===== src/rtl/scene_load_ctrl_if.sv =====
// Bundles the XMODEM byte stream and the scene-memory write port of the scene loader.
// The controller uses the slave view; the receiver/memory side uses the master view.
interface scene_load_ctrl_if #(
    parameter int ADDR_W = 25
);
    logic              xmodem_saw_valid_msg_byte;
    logic [7:0]        xmodem_data_byte;
    logic              xmodem_receiving_repeat_block;
    logic              xmodem_done;
    logic              wr_valid;
    logic [ADDR_W-1:0] wr_addr;
    logic [31:0]       wr_data;
    logic              wr_ready;

    modport master (
        output xmodem_saw_valid_msg_byte,
        output xmodem_data_byte,
        output xmodem_receiving_repeat_block,
        output xmodem_done,
        input  wr_valid,
        input  wr_addr,
        input  wr_data,
        output wr_ready
    );

    modport slave (
        input  xmodem_saw_valid_msg_byte,
        input  xmodem_data_byte,
        input  xmodem_receiving_repeat_block,
        input  xmodem_done,
        output wr_valid,
        output wr_addr,
        output wr_data,
        input  wr_ready
    );
endinterface


===== src/rtl/scene_load_ctrl.sv =====
// Scene loader: packs XMODEM payload bytes into little-endian 32-bit words, buffers them in a
// show-ahead word FIFO and writes them to scene memory, then reports load completion.
module scene_load_ctrl #(
    parameter int                FIFO_DEPTH = 8,
    parameter int                ADDR_W     = 25,
    parameter logic [ADDR_W-1:0] BASE_ADDR  = '0
) (
    input  logic                    clk,
    input  logic                    rst_b,
    scene_load_ctrl_if.slave        bus,
    output logic                    busy,
    output logic                    load_done,
    output logic                    scene_loaded,
    output logic [23:0]             byte_count,
    output logic                    err_overflow
);

    localparam int               PTR_W    = (FIFO_DEPTH > 1) ? $clog2(FIFO_DEPTH) : 1;
    localparam logic [PTR_W:0]   FULL_CNT = (PTR_W + 1)'(FIFO_DEPTH);

    typedef enum logic [2:0] {
        S_IDLE,
        S_LOAD,
        S_FLUSH,
        S_DRAIN,
        S_DONE
    } state_t;

    state_t            state_q, state_d;
    logic              busy_q;
    logic              load_done_q;
    logic              scene_loaded_q;
    logic [23:0]       byte_count_q;
    logic              err_q;
    logic [ADDR_W-1:0] write_idx_q;

    logic [31:0]       pack_q, pack_d;
    logic [1:0]        fill_q, fill_d;
    logic              push_req;
    logic [31:0]       push_word;

    logic [31:0]       mem_q [FIFO_DEPTH];
    logic [PTR_W-1:0]  wr_ptr_q;
    logic [PTR_W-1:0]  rd_ptr_q;
    logic [PTR_W:0]    count_q;

    logic              byte_accept;
    logic              start_load;
    logic              fifo_empty;
    logic              fifo_full;
    logic              pop;
    logic              do_push;
    logic              overflow;

    assign byte_accept = bus.xmodem_saw_valid_msg_byte & ~bus.xmodem_receiving_repeat_block &
                         ((state_q == S_IDLE) | (state_q == S_LOAD));
    assign start_load  = byte_accept & (state_q == S_IDLE);

    assign fifo_empty  = (count_q == '0);
    assign fifo_full   = (count_q == FULL_CNT);
    assign pop         = ~fifo_empty & bus.wr_ready;
    // A pop in the same cycle frees the slot, so a push into a full FIFO is only lost without one.
    assign do_push     = push_req & (~fifo_full | pop);
    assign overflow    = push_req & fifo_full & ~pop;

    assign bus.wr_valid = ~fifo_empty;
    assign bus.wr_data  = fifo_empty ? 32'h0 : mem_q[rd_ptr_q];
    assign bus.wr_addr  = BASE_ADDR + write_idx_q;

    assign busy         = busy_q;
    assign load_done    = load_done_q;
    assign scene_loaded = scene_loaded_q;
    assign byte_count   = byte_count_q;
    assign err_overflow = err_q;

    always_comb begin
        pack_d    = pack_q;
        fill_d    = fill_q;
        push_req  = 1'b0;
        push_word = '0;
        if (byte_accept) begin
            if (fill_q == 2'd3) begin
                push_req  = 1'b1;
                push_word = {bus.xmodem_data_byte, pack_q[23:0]};
                pack_d    = '0;
                fill_d    = 2'd0;
            end else begin
                pack_d[{fill_q, 3'b000} +: 8] = bus.xmodem_data_byte;
                fill_d = fill_q + 2'd1;
            end
        end else if ((state_q == S_FLUSH) && (fill_q != 2'd0)) begin
            // Unfilled upper bytes are already zero because the packer clears on every push.
            push_req  = 1'b1;
            push_word = pack_q;
            pack_d    = '0;
            fill_d    = 2'd0;
        end
    end

    always_comb begin
        state_d = state_q;
        case (state_q)
            S_IDLE: begin
                if (bus.xmodem_done) begin
                    state_d = byte_accept ? S_FLUSH : S_DONE;
                end else if (byte_accept) begin
                    state_d = S_LOAD;
                end
            end
            S_LOAD:  if (bus.xmodem_done) state_d = S_FLUSH;
            S_FLUSH: state_d = S_DRAIN;
            S_DRAIN: if (fifo_empty) state_d = S_DONE;
            S_DONE:  state_d = S_IDLE;
            default: state_d = S_IDLE;
        endcase
    end

    always_ff @(posedge clk or negedge rst_b) begin
        if (!rst_b) begin
            state_q        <= S_IDLE;
            busy_q         <= 1'b0;
            load_done_q    <= 1'b0;
            scene_loaded_q <= 1'b0;
            byte_count_q   <= '0;
            err_q          <= 1'b0;
            write_idx_q    <= '0;
        end else begin
            state_q     <= state_d;
            busy_q      <= (state_d != S_IDLE);
            load_done_q <= (state_d == S_DONE);

            if (start_load) begin
                scene_loaded_q <= 1'b0;
            end else if (state_d == S_DONE) begin
                scene_loaded_q <= 1'b1;
            end

            if (start_load) begin
                byte_count_q <= 24'd1;
            end else if (byte_accept) begin
                byte_count_q <= byte_count_q + 24'd1;
            end

            if (start_load) begin
                err_q <= 1'b0;
            end else if (overflow) begin
                err_q <= 1'b1;
            end

            if (start_load) begin
                write_idx_q <= '0;
            end else if (pop) begin
                write_idx_q <= write_idx_q + 1'b1;
            end
        end
    end

    // Depth is a power of two, so the pointers wrap naturally.
    always_ff @(posedge clk or negedge rst_b) begin
        if (!rst_b) begin
            for (int i = 0; i < FIFO_DEPTH; i++) begin
                mem_q[i] <= '0;
            end
            wr_ptr_q <= '0;
            rd_ptr_q <= '0;
            count_q  <= '0;
            pack_q   <= '0;
            fill_q   <= '0;
        end else begin
            if (do_push) begin
                mem_q[wr_ptr_q] <= push_word;
                wr_ptr_q        <= wr_ptr_q + 1'b1;
            end
            if (pop) begin
                rd_ptr_q <= rd_ptr_q + 1'b1;
            end
            case ({do_push, pop})
                2'b10:   count_q <= count_q + 1'b1;
                2'b01:   count_q <= count_q - 1'b1;
                default: count_q <= count_q;
            endcase
            pack_q <= pack_d;
            fill_q <= fill_d;
        end
    end

endmodule

===== src/flat_wrapper.sv =====
// flat-port wrapper written by rule: the top's interface ports become plain ports
module scene_load_ctrl_flat 
#(
    parameter int                FIFO_DEPTH = 8,
    parameter int                ADDR_W     = 25,
    parameter logic [ADDR_W-1:0] BASE_ADDR  = '0
)
  (clk, rst_b, busy, load_done, scene_loaded, byte_count, err_overflow, bus_xmodem_saw_valid_msg_byte, bus_xmodem_data_byte, bus_xmodem_receiving_repeat_block, bus_xmodem_done, bus_wr_valid, bus_wr_addr, bus_wr_data, bus_wr_ready);
  scene_load_ctrl_if #(.ADDR_W(ADDR_W)) bus_i ();
  input  logic clk;
  input  logic rst_b;
  output logic busy;
  output logic load_done;
  output logic scene_loaded;
  output logic [23:0] byte_count;
  output logic err_overflow;
  input wire logic [$bits(bus_i.xmodem_saw_valid_msg_byte)-1:0] bus_xmodem_saw_valid_msg_byte;
  input wire logic [$bits(bus_i.xmodem_data_byte)-1:0] bus_xmodem_data_byte;
  input wire logic [$bits(bus_i.xmodem_receiving_repeat_block)-1:0] bus_xmodem_receiving_repeat_block;
  input wire logic [$bits(bus_i.xmodem_done)-1:0] bus_xmodem_done;
  output wire logic [$bits(bus_i.wr_valid)-1:0] bus_wr_valid;
  output wire logic [$bits(bus_i.wr_addr)-1:0] bus_wr_addr;
  output wire logic [$bits(bus_i.wr_data)-1:0] bus_wr_data;
  input wire logic [$bits(bus_i.wr_ready)-1:0] bus_wr_ready;
  assign bus_i.xmodem_saw_valid_msg_byte = bus_xmodem_saw_valid_msg_byte;
  assign bus_i.xmodem_data_byte = bus_xmodem_data_byte;
  assign bus_i.xmodem_receiving_repeat_block = bus_xmodem_receiving_repeat_block;
  assign bus_i.xmodem_done = bus_xmodem_done;
  assign bus_wr_valid = bus_i.wr_valid;
  assign bus_wr_addr = bus_i.wr_addr;
  assign bus_wr_data = bus_i.wr_data;
  assign bus_i.wr_ready = bus_wr_ready;
  scene_load_ctrl #(.FIFO_DEPTH(FIFO_DEPTH), .ADDR_W(ADDR_W), .BASE_ADDR(BASE_ADDR)) u_core (.clk(clk), .rst_b(rst_b), .bus(bus_i), .busy(busy), .load_done(load_done), .scene_loaded(scene_loaded), .byte_count(byte_count), .err_overflow(err_overflow));
endmodule

===== config.mk =====
export PLATFORM = sky130hd
export DESIGN_NAME = scene_load_ctrl_flat
export DESIGN_NICKNAME = d
export VERILOG_FILES = /design/src/rtl/scene_load_ctrl_if.sv /design/src/rtl/scene_load_ctrl.sv /design/src/flat_wrapper.sv
export SDC_FILE = /design/constraint.sdc
export NUM_CORES = 1
export LEC_CHECK = 0
export ABC_AREA = 1
export CORE_ASPECT_RATIO = 0.9
export CORE_MARGIN = 5
export CORE_UTILIZATION = 35
export CTS_BUF_LIST = sky130_fd_sc_hd__clkbuf_8
export CTS_CLUSTER_DIAMETER = 60
export DETAILED_ROUTE_END_ITERATION = 10
export HOLD_SLACK_MARGIN = 0.08
export MAX_ROUTING_LAYER = met4
export PLACE_DENSITY = 0.48
export SETUP_SLACK_MARGIN = 0.15
export SKIP_CTS_REPAIR_TIMING = 1
export SYNTH_ARGS = -nofsm -noshare
export SYNTH_HDL_FRONTEND = slang
export SYNTH_SLANG_ARGS = --single-unit
export TNS_END_PERCENT = 50

===== constraint.sdc =====
create_clock -name clk -period 5.1 [get_ports clk]
set_input_delay 0.51 -clock clk [delete_from_list [all_inputs] [get_ports clk]]
set_output_delay 0.51 -clock clk [all_outputs]
set_load 0.01 [all_outputs]

==> results.md, run 1 <==
- Detailed Place HPWL: 33,600 um
- Fin nets: 2,351
- Status: complete, no violations
- Final Total Pwr: 11.1 mW
- Multi-input gate area in the final layout: 7990 um2
- First-pass DRT Iterations: 5
- Slew margin rel.: 29.7%
- Placed Area: 19,400 um2
- CP max FO: 80
- GRT Overall Usage: 21.2%
- Core box area: 51,500 um2
- RSZ-0062 raised after global routing: no
- Clock skew: 17.6 ps
- Largest net degree at the start of global routing: 182
- Hold WC Path Type: reg -> reg
- Die area: 56,400 um2
- Cell Pwr Density: 533 nW/um2
- Initial antenna violation count: 2
- Post-synthesis cell count: 2,298
- Highest cell delay on the worst timing path: 1010 ps
- Syn Area/Cell: 7.89 um2
- Synthesis warning total: 0
- CP max-delay cell: dfrtp_4
- Fmax: 263 MHz
- CTS Sinks: 356
- H-tree depth: 3
- # Max-Cap Violations: 0
- Drt total wl: 58,700 um
- Yosys cell types: 34
- Grt ovf: 0
- CP Cell Sequence: buf_4, o21ai_0, o21ai_0, o21ai_0, nor2_1, clkdlybuf4s50_1
- Clock Latency Late Sink: 620 ps
- Endpoint type of the worst setup path: primary output
- First-pass GRT wire length: 93,400 um
- Area Overhead vs Synth: 14.6%
- Period utilization: 74.6%
- Most frequent cells in the layout: nand2_1, dfrtp_1, nor2_1, o21ai_0, nand4_1
- Sequential area share after synthesis: 49.2%
- Gpl congestion: 0.850
- Commonest non-fill, non-tap cell in the layout: nand2_1
- Syn_nets: 2,323
- Post-route cell area: 20,800 um2
- Port Buffers: 99
- Starting Density: 35.2%
- Critical Path Start Type: flip-flop
- Num rows: 79
- Routed wire length per instance: 19.2 um
- WS Path Type: reg -> out
- Peak VDD IR: 0.000302 V
- CTS Buffer Depth: 3
- Clk slew on worst S/H paths: 50 ps
- Die width: 250 um
- Worst path arrival time: 3300 ps
- Fin. max-slew vios: 0
- DR vias: 16,000
- Required time worst endpoint: 4590 ps
- Share of post-route cells with drive strength above 1: 6.96%
- Remaining DRCs: 0
- Final hold vios: 0
- Num ports: 100
- Number of synthesized register bits: 356
- Cts bufs inserted: 69
- Drt initial violations: 1,449
- Min Clock Period, post-route: 3810 ps
- Post-Syn Area: 18,100 um2
- Register Area: 8920 um2
- Total negative setup slack: 0 ps
- Final setup violation count: 0
- CTS tree: yes
- Via/cell ratio: 5.23
- Routed Antenna Nets: 0
- Number of global-route vias before repair: 15,700
- Layout fillers: 5,306
- Worst-Margin Slew: 1050 ps
- CTS root buf: clkbuf_8
- Leak pwr: 9.90 nW
- Die height: 226 um
- Critical Path Most Common Cell: o21ai_0
==> final timing paths <==
kind	start	end	slack (ps)	cells after the start
max in group asynchronous	rst_b	u_core.mem_q[174]	3350	3
setup reg to reg	u_core.fill_q[0]	u_core.count_q[2]	1820	15
setup / recovery	u_core.rd_ptr_q[1]	bus_wr_data[2]	1290	6
min in group asynchronous	rst_b	u_core.mem_q[158]	560	2
hold reg to reg	u_core.mem_q[69]	u_core.mem_q[69]	460	2
hold / removal	u_core.mem_q[69]	u_core.mem_q[69]	460	2
==> cell usage after synthesis <==
cell      number  area share [%]
nand2_1      684              14
dfrtp_1      356              49
nor2_1       293             6.1
o21ai_0      217             6.0
nand4_1      209             7.2
clkbuf_1      87             1.8
inv_1         77             1.6
nand3_1       72             2.0
buf_2         58             1.6
o21ai_1       56             1.5
mux2i_1       32             1.8
o22ai_1       32             1.1
xor2_1        28             1.4
buf_6         24             1.5
ha_1          11            0.76
a21oi_1        8            0.22
buf_1          8            0.17
o31ai_1        8            0.33
nand3_2        7            0.39
buf_4          5            0.21
inv_2          5            0.10
nand2_2        3            0.10
xnor2_1        3            0.15
nor2_2         2           0.069
nor2_4         2            0.12
nor3_1         2           0.055
o41ai_1        2           0.097
a31o_2         1           0.048
clkinv_1       1           0.021
nand2_4        1           0.062
nand3_4        1           0.097
nor3_2         1           0.055
o21a_1         1           0.041
o21ai_2        1           0.048
==> area by class of cell <==
cell class                 count  area share, %
sequential                   356           42.9
clock inverter                30          0.669
inverter                      83           1.52
antenna                        2         0.0241
clock buffer                  86           5.70
multi-input combinational   1677           38.5
tap                          688           4.14
timing repair buffer         139           6.55
==> flip-flops by register name (all words and copies together) (netlist names), 2 cells and up <==
signal,count
u_core.count_q,4
u_core.write_idx_q,25
u_core.fill_q,2
u_core.rd_ptr_q,3
u_core.wr_ptr_q,3
u_core.pack_q,32
u_core.state_q,3
u_core.byte_count,24
u_core.mem_q,256
==> logic make-up after synthesis <==
kind of cell,synth area share [%]
compound gates,9.43
xor+xnor,1.50
fa+ha+maj,0.760
buf+inv,6.99
flops,49.2
mux,1.77
simple gates,30.4
==> through the flow <==
stage / utilization (%) / hold WS [ps] / setup WS [ps] / cells
final: 40.3 / 465 / 1290 / 3061
after detailed placement: 37.7 / 453 / 1360 / 2942
after global placement: 37.7 / 449 / 1410 / 2942
after global routing: 40.3 / 474 / 1020 / 3061
after floorplan: - / 214 / 2420 / 2298
after CTS: 40.3 / -43.0 / 1230 / 3058
==> report_power, final <==
group          switching (mW)  leakage [nW]  internal, mW
logic                    2.92          4.21          1.53
registers               0.600          4.90          3.23
clock network            1.24         0.787          1.55
==> critical path: cells and delay by family (launching register included) <==
family	cells	cell delay, ps
flops	1	1010
buf+inv	2	930
compound gates	3	360
simple gates	1	210
==> per-layer routing <==
metal	vias up	wire length [um]	global-route usage [%]
li1	7711	-	-
met1	7816	28200	30.0
met2	410	26400	32.0
met3	87	3020	3.88
met4	0	1060	4.80
met5	-	0	-
Note: power is estimated with default switching activity, not from simulation.
==> run 2: changes to the inputs <==
Clock period 5.1 ns to 3.71 ns, I/O delays scaled along.
==> run 2 against run 1 <==
  * Hold slack got worse by 55 ps
  * Critical path depth grew 1
  * Utilization rose by 0.51 points
  * Largest power group unchanged
  * Via count is 1.3% higher
  * Sequential power is 35% higher
  * Design area rose by 1.3%
  * Flip-flop and latch count is the same
  * Non-clock buffer count is 14 higher
  * Combinational power up 44%
==> results.md, run 2 (synthesis results as in run 1) <==
- Routed wire length per instance: 19.6 um
- Max FFs per register: 256
- Post-Place Worst Slack: 495 ps
- Fin. max-slew vios: 0
- Inst Count DP: 2,954
- Area Overhead vs Synth: 16.1%
- Die height: 226 um
- First-pass DRT Iterations: 5
- Starting Density: 35.2%
- Slew margin rel.: 31.3%
- Die width: 250 um
- Grt ovf: 0
- Number of global-route vias before repair: 15,900
- CP max FO: 56
- Routed Antenna Nets: 0
- Most frequent cells in the layout: nand2_1, dfrtp_1, nor2_1, o21ai_0, nand4_1
- Hold Path Depth: 3
- Num ports: 100
- Hold WC Path Type: in -> reg
- Cell Pwr Density: 737 nW/um2
- First-pass GRT wire length: 93,900 um
- Via/cell ratio: 5.27
- CTS tree: yes
- WS Path Type: reg -> out
- Required time worst endpoint: 3340 ps
- GRT Overall Usage: 21.5%
- Port Buffers: 99
- Psw: 6.66 mW
- Final hold vios: 0
- Largest net degree at the start of global routing: 200
- Period utilization: 92.3%
- Clock skew: 24.0 ps
- Reg power frac: 33.3%
- Finished Layout Cells: 3,078
- Worst path arrival time: 3050 ps
- Final setup violation count: 0
- Remaining DRCs: 0
- Switching part of the total: 42.9%
- Worst-Margin Slew: 1030 ps
- Num rows: 79
- Fmax: 292 MHz
- Commonest non-fill, non-tap cell in the layout: nand2_1
- Core box area: 51,500 um2
- Gpl congestion: 0.821
- Final Total Pwr: 15.5 mW
- Detailed Place HPWL: 35,000 um
- Comb pwr share: 41.4%
- Clock power frac: 25.4%
- Int Pwr: 8.85 mW
- # Max-Cap Violations: 0
- CTS Sinks: 356
- H-tree depth: 3
- CTS Buffer Depth: 3
- Clock Latency Late Sink: 640 ps
- Top reg by flops: u_core.mem_q
- Drt total wl: 60,400 um
- Die area: 56,400 um2
- Share of post-route cells with drive strength above 1: 7.92%
- Total negative setup slack: 0 ps
- Leak pwr: 10.0 nW
- Largest regs: u_core.mem_q (256), u_core.pack_q (32), u_core.write_idx_q (25)
- CTS root buf: clkbuf_8
- Fin nets: 2,364
- Endpoint type of the worst setup path: primary output
- Initial antenna violation count: 2
- Peak VDD IR: 0.000448 V
- DR vias: 16,200
- Min Clock Period, post-route: 3420 ps
- Critical Path Start Type: flip-flop
- Cts bufs inserted: 68
- RSZ-0062 raised after global routing: no
- Clk slew on worst S/H paths: 50 ps
- Final WS setup: 285 ps
- Reg2Reg Depth: 15
- Drt initial violations: 1,319
- Status: complete, no violations
[run 2: cell count changes in the layout (fill, tap and decap cells not counted), sizes merged]
cell / change
buf: +14
bufinv: -1
clkbuf: +6
clkinv: +2
clkinvlp: +2
diode: +1
inv: -7
[run 2: power by group through the flow]
stage,Clock [mW],Sequential (mW),Combinational [mW]
global placement,0,5.27,6.26
floorplan,0,4.88,4.00
CTS,4.06,5.22,6.31
detailed placement,0,5.28,6.28
global route,4.22,5.24,7.03
finish,3.93,5.16,6.41
[run 2: area by class of cell]
cell class              count  area (um2)
fillers                  5310       30500
flip-flops and latches    356        8920
multi-input cells        1677        7990
repair buffers            153        1570
clock buffers              92        1270
well taps                 688         861
inverters                  83         317
clock inverters            26         108
diodes                      3        7.51
[run 2: worst paths after layout]
| kind | startpoint | endpoint | slack [ps] |
|---|---|---|---|
| worst min-delay path | bus_xmodem_done | u_core.state_q[1] | 410 |
| max in group asynchronous | rst_b | u_core.rd_ptr_q[0] | 2270 |
| min in group asynchronous | rst_b | u_core.mem_q[159] | 420 |
| worst max register to register | u_core.fill_q[0] | u_core.count_q[2] | 700 |
| worst max-delay path | u_core.rd_ptr_q[0] | bus_wr_data[16] | 290 |
| worst min register to register | u_core.mem_q[32] | u_core.mem_q[32] | 460 |
[run 2: per-stage QoR]
step	utilization (%)	hold WS, ps	cell area [um2]
2_1_floorplan	-	75.4	18100
3_5_place_dp	38.1	453	19600
6_report	40.8	410	21000
4_1_cts	40.7	-168	21000
5_1_grt	40.8	395	21000
3_3_place_gp	38.1	447	19600
[run 2: critical path, stage by stage, from the launching register on]
cell	delay [ps]
dfrtp_4	670
inv_2	180
buf_12	290
o21ai_0	160
o21ai_1	100
o21ai_0	90
nor2_1	260
clkdlybuf4s50_1	630
[run 2: per-layer routing]
layer	vias up	global-route usage, %	part of all wire, %
met2	427	32.6	45
li1	7741	-	-
met1	7948	29.4	46
met3	112	4.81	6.0
met4	0	5.66	2.2
met5	-	-	0
==> run 3: changes to the inputs <==
Settings changed: SKIP_CTS_REPAIR_TIMING 1 to default.
==> run 3 against run 2 <==
  * Clock power hardly changed
  * Non-clock buffer count unchanged
  * Via count rose by 0.28%
  * Critical path depth is the same
  * Sequential share of layout area is the same
  * Combinational power hardly changed
==> results.md, run 3 (synthesis results as in run 1) <==
- Status: complete, no violations
- CTS root buf: clkbuf_8
- Die height: 226 um
- Min Clock Period, post-route: 3440 ps
- Area Overhead vs Synth: 16.1%
- Final hold vios: 0
- Grt ovf: 0
- Min Hold Slack: 411 ps
- Commonest non-fill, non-tap cell in the layout: nand2_1
- Routed wire length per instance: 19.6 um
- H-tree depth: 3
- WS Path Type: reg -> out
- Clock skew: 22.8 ps
- Period utilization: 92.6%
- CTS tree: yes
- Clock power frac: 25.3%
- Post-route cell area: 21,000 um2
- Starting Density: 35.2%
- Remaining DRCs: 0
- Top reg by flops: u_core.mem_q
- Leak pwr: 10.0 nW
- CTS Sinks: 356
- Drt total wl: 60,400 um
- DR vias: 16,300
- First-pass GRT wire length: 94,200 um
- Worst-Margin Slew: 1100 ps
- Cts bufs inserted: 68
- Die width: 250 um
- Die area: 56,400 um2
- Hold WC Path Type: in -> reg
- Gpl congestion: 0.821
- CP max FO: 56
- Initial antenna violation count: 2
- Critical Path Start Type: flip-flop
- Max FFs per register: 256
- Cell Pwr Density: 737 nW/um2
- Final setup violation count: 0
- Port Buffers: 99
- RSZ-0062 raised after global routing: no
- Num rows: 79
- # Max-Cap Violations: 0
- Fin. max-slew vios: 0
- Clk slew on worst S/H paths: 50 ps
- Int Pwr: 8.85 mW
- Fin nets: 2,364
- Drt initial violations: 1,323
- Clock Latency Late Sink: 640 ps
- Switching part of the total: 43.0%
- Detailed Place HPWL: 35,000 um
- Via/cell ratio: 5.29
- Largest net degree at the start of global routing: 200
- Layout fillers: 5,310
- First-pass DRT Iterations: 6
- Most frequent cells in the layout: nand2_1, dfrtp_1, nor2_1, o21ai_0, nand4_1
- Placed Area: 19,600 um2
- Slew margin rel.: 26.4%
- Share of post-route cells with drive strength above 1: 7.92%
- Worst path arrival time: 3060 ps
- Number of global-route vias before repair: 15,900
- Psw: 6.66 mW
- Total negative setup slack: 0 ps
- Routed Antenna Nets: 0
- Core box area: 51,500 um2
- Largest regs: u_core.mem_q (256), u_core.pack_q (32), u_core.write_idx_q (25)
- Peak VDD IR: 0.000446 V
- CTS Buffer Depth: 3
- Num ports: 100
- Comb pwr share: 41.4%
- Required time worst endpoint: 3340 ps
- GRT Overall Usage: 21.6%
- Fmax: 291 MHz
- Endpoint type of the worst setup path: primary output
- Reg power frac: 33.3%
## run 3: cell counts in the layout (fill, tap and decap cells not counted)
No cell type changed its count.
## run 3: timing repair
item                                   in CTS  in global routing
setup buffers                               1                  1
setup endpoints to repair                  13                 10
hold buffers                                1                  0
endpoints found under the hold margin      97                  0
resized for setup                           0                  1
## run 3: stage by stage
step | setup WS (ps) | power [mW] | util, % | std cells
2_1_floorplan | 1030 | 8.87 | - | 2298
3_3_place_gp | 522 | 11.5 | 38.1 | 2954
3_5_place_dp | 495 | 11.6 | 38.1 | 2954
4_1_cts | 207 | 15.6 | 40.8 | 3074
5_1_grt | 150 | 16.5 | 40.8 | 3077
6_report | 274 | 15.5 | 40.8 | 3078
## run 3: power groups by stage
stage / Clock [mW] / Sequential, mW / Combinational, mW
after floorplan: 0 / 4.88 / 4.00
after global placement: 0 / 5.27 / 6.26
after detailed placement: 0 / 5.28 / 6.28
after CTS: 4.06 / 5.18 / 6.39
after global routing: 4.22 / 5.24 / 7.03
final: 3.93 / 5.16 / 6.42
## run 3: layout make-up
class	count	area (um2)	area share (%)
flip-flops and latches	356	8920	42.4
repair buffers	153	1570	7.45
well taps	688	861	4.09
diodes	3	7.51	0.0357
clock buffers	92	1270	6.02
multi-input cells	1677	7990	38.0
clock inverters	26	108	0.512
inverters	83	317	1.51
## run 3: final timing paths
path	startpoint	end	slack [ps]	depth (start not counted)
setup / recovery	u_core.rd_ptr_q[0]	bus_wr_data[16]	270	7
hold / removal	bus_xmodem_done	u_core.state_q[1]	410	3
setup reg to reg	u_core.fill_q[0]	u_core.count_q[2]	710	15
hold reg to reg	u_core.mem_q[76]	u_core.mem_q[76]	460	2
max in group asynchronous	rst_b	u_core.rd_ptr_q[0]	2280	3
min in group asynchronous	rst_b	u_core.mem_q[159]	420	2
## run 3: per-layer routing
metal / vias to the layer above / track usage [%] / part of all wire, % / routed length, um
met5: - / - / 0 / 0
met1: 7991 / 29.5 / 46 / 28100
met4: 0 / 5.77 / 2.2 / 1340
met3: 113 / 4.81 / 6.1 / 3700
met2: 429 / 32.6 / 45 / 27300
li1: 7740 / - / - / -
## run 3: worst max-delay path, stage by stage, from the launching register on
cell,delay [ps]
dfrtp_4,670
inv_2,180
buf_12,300
o21ai_0,160
o21ai_1,100
o21ai_0,90
nor2_1,250
clkdlybuf4s50_1,630
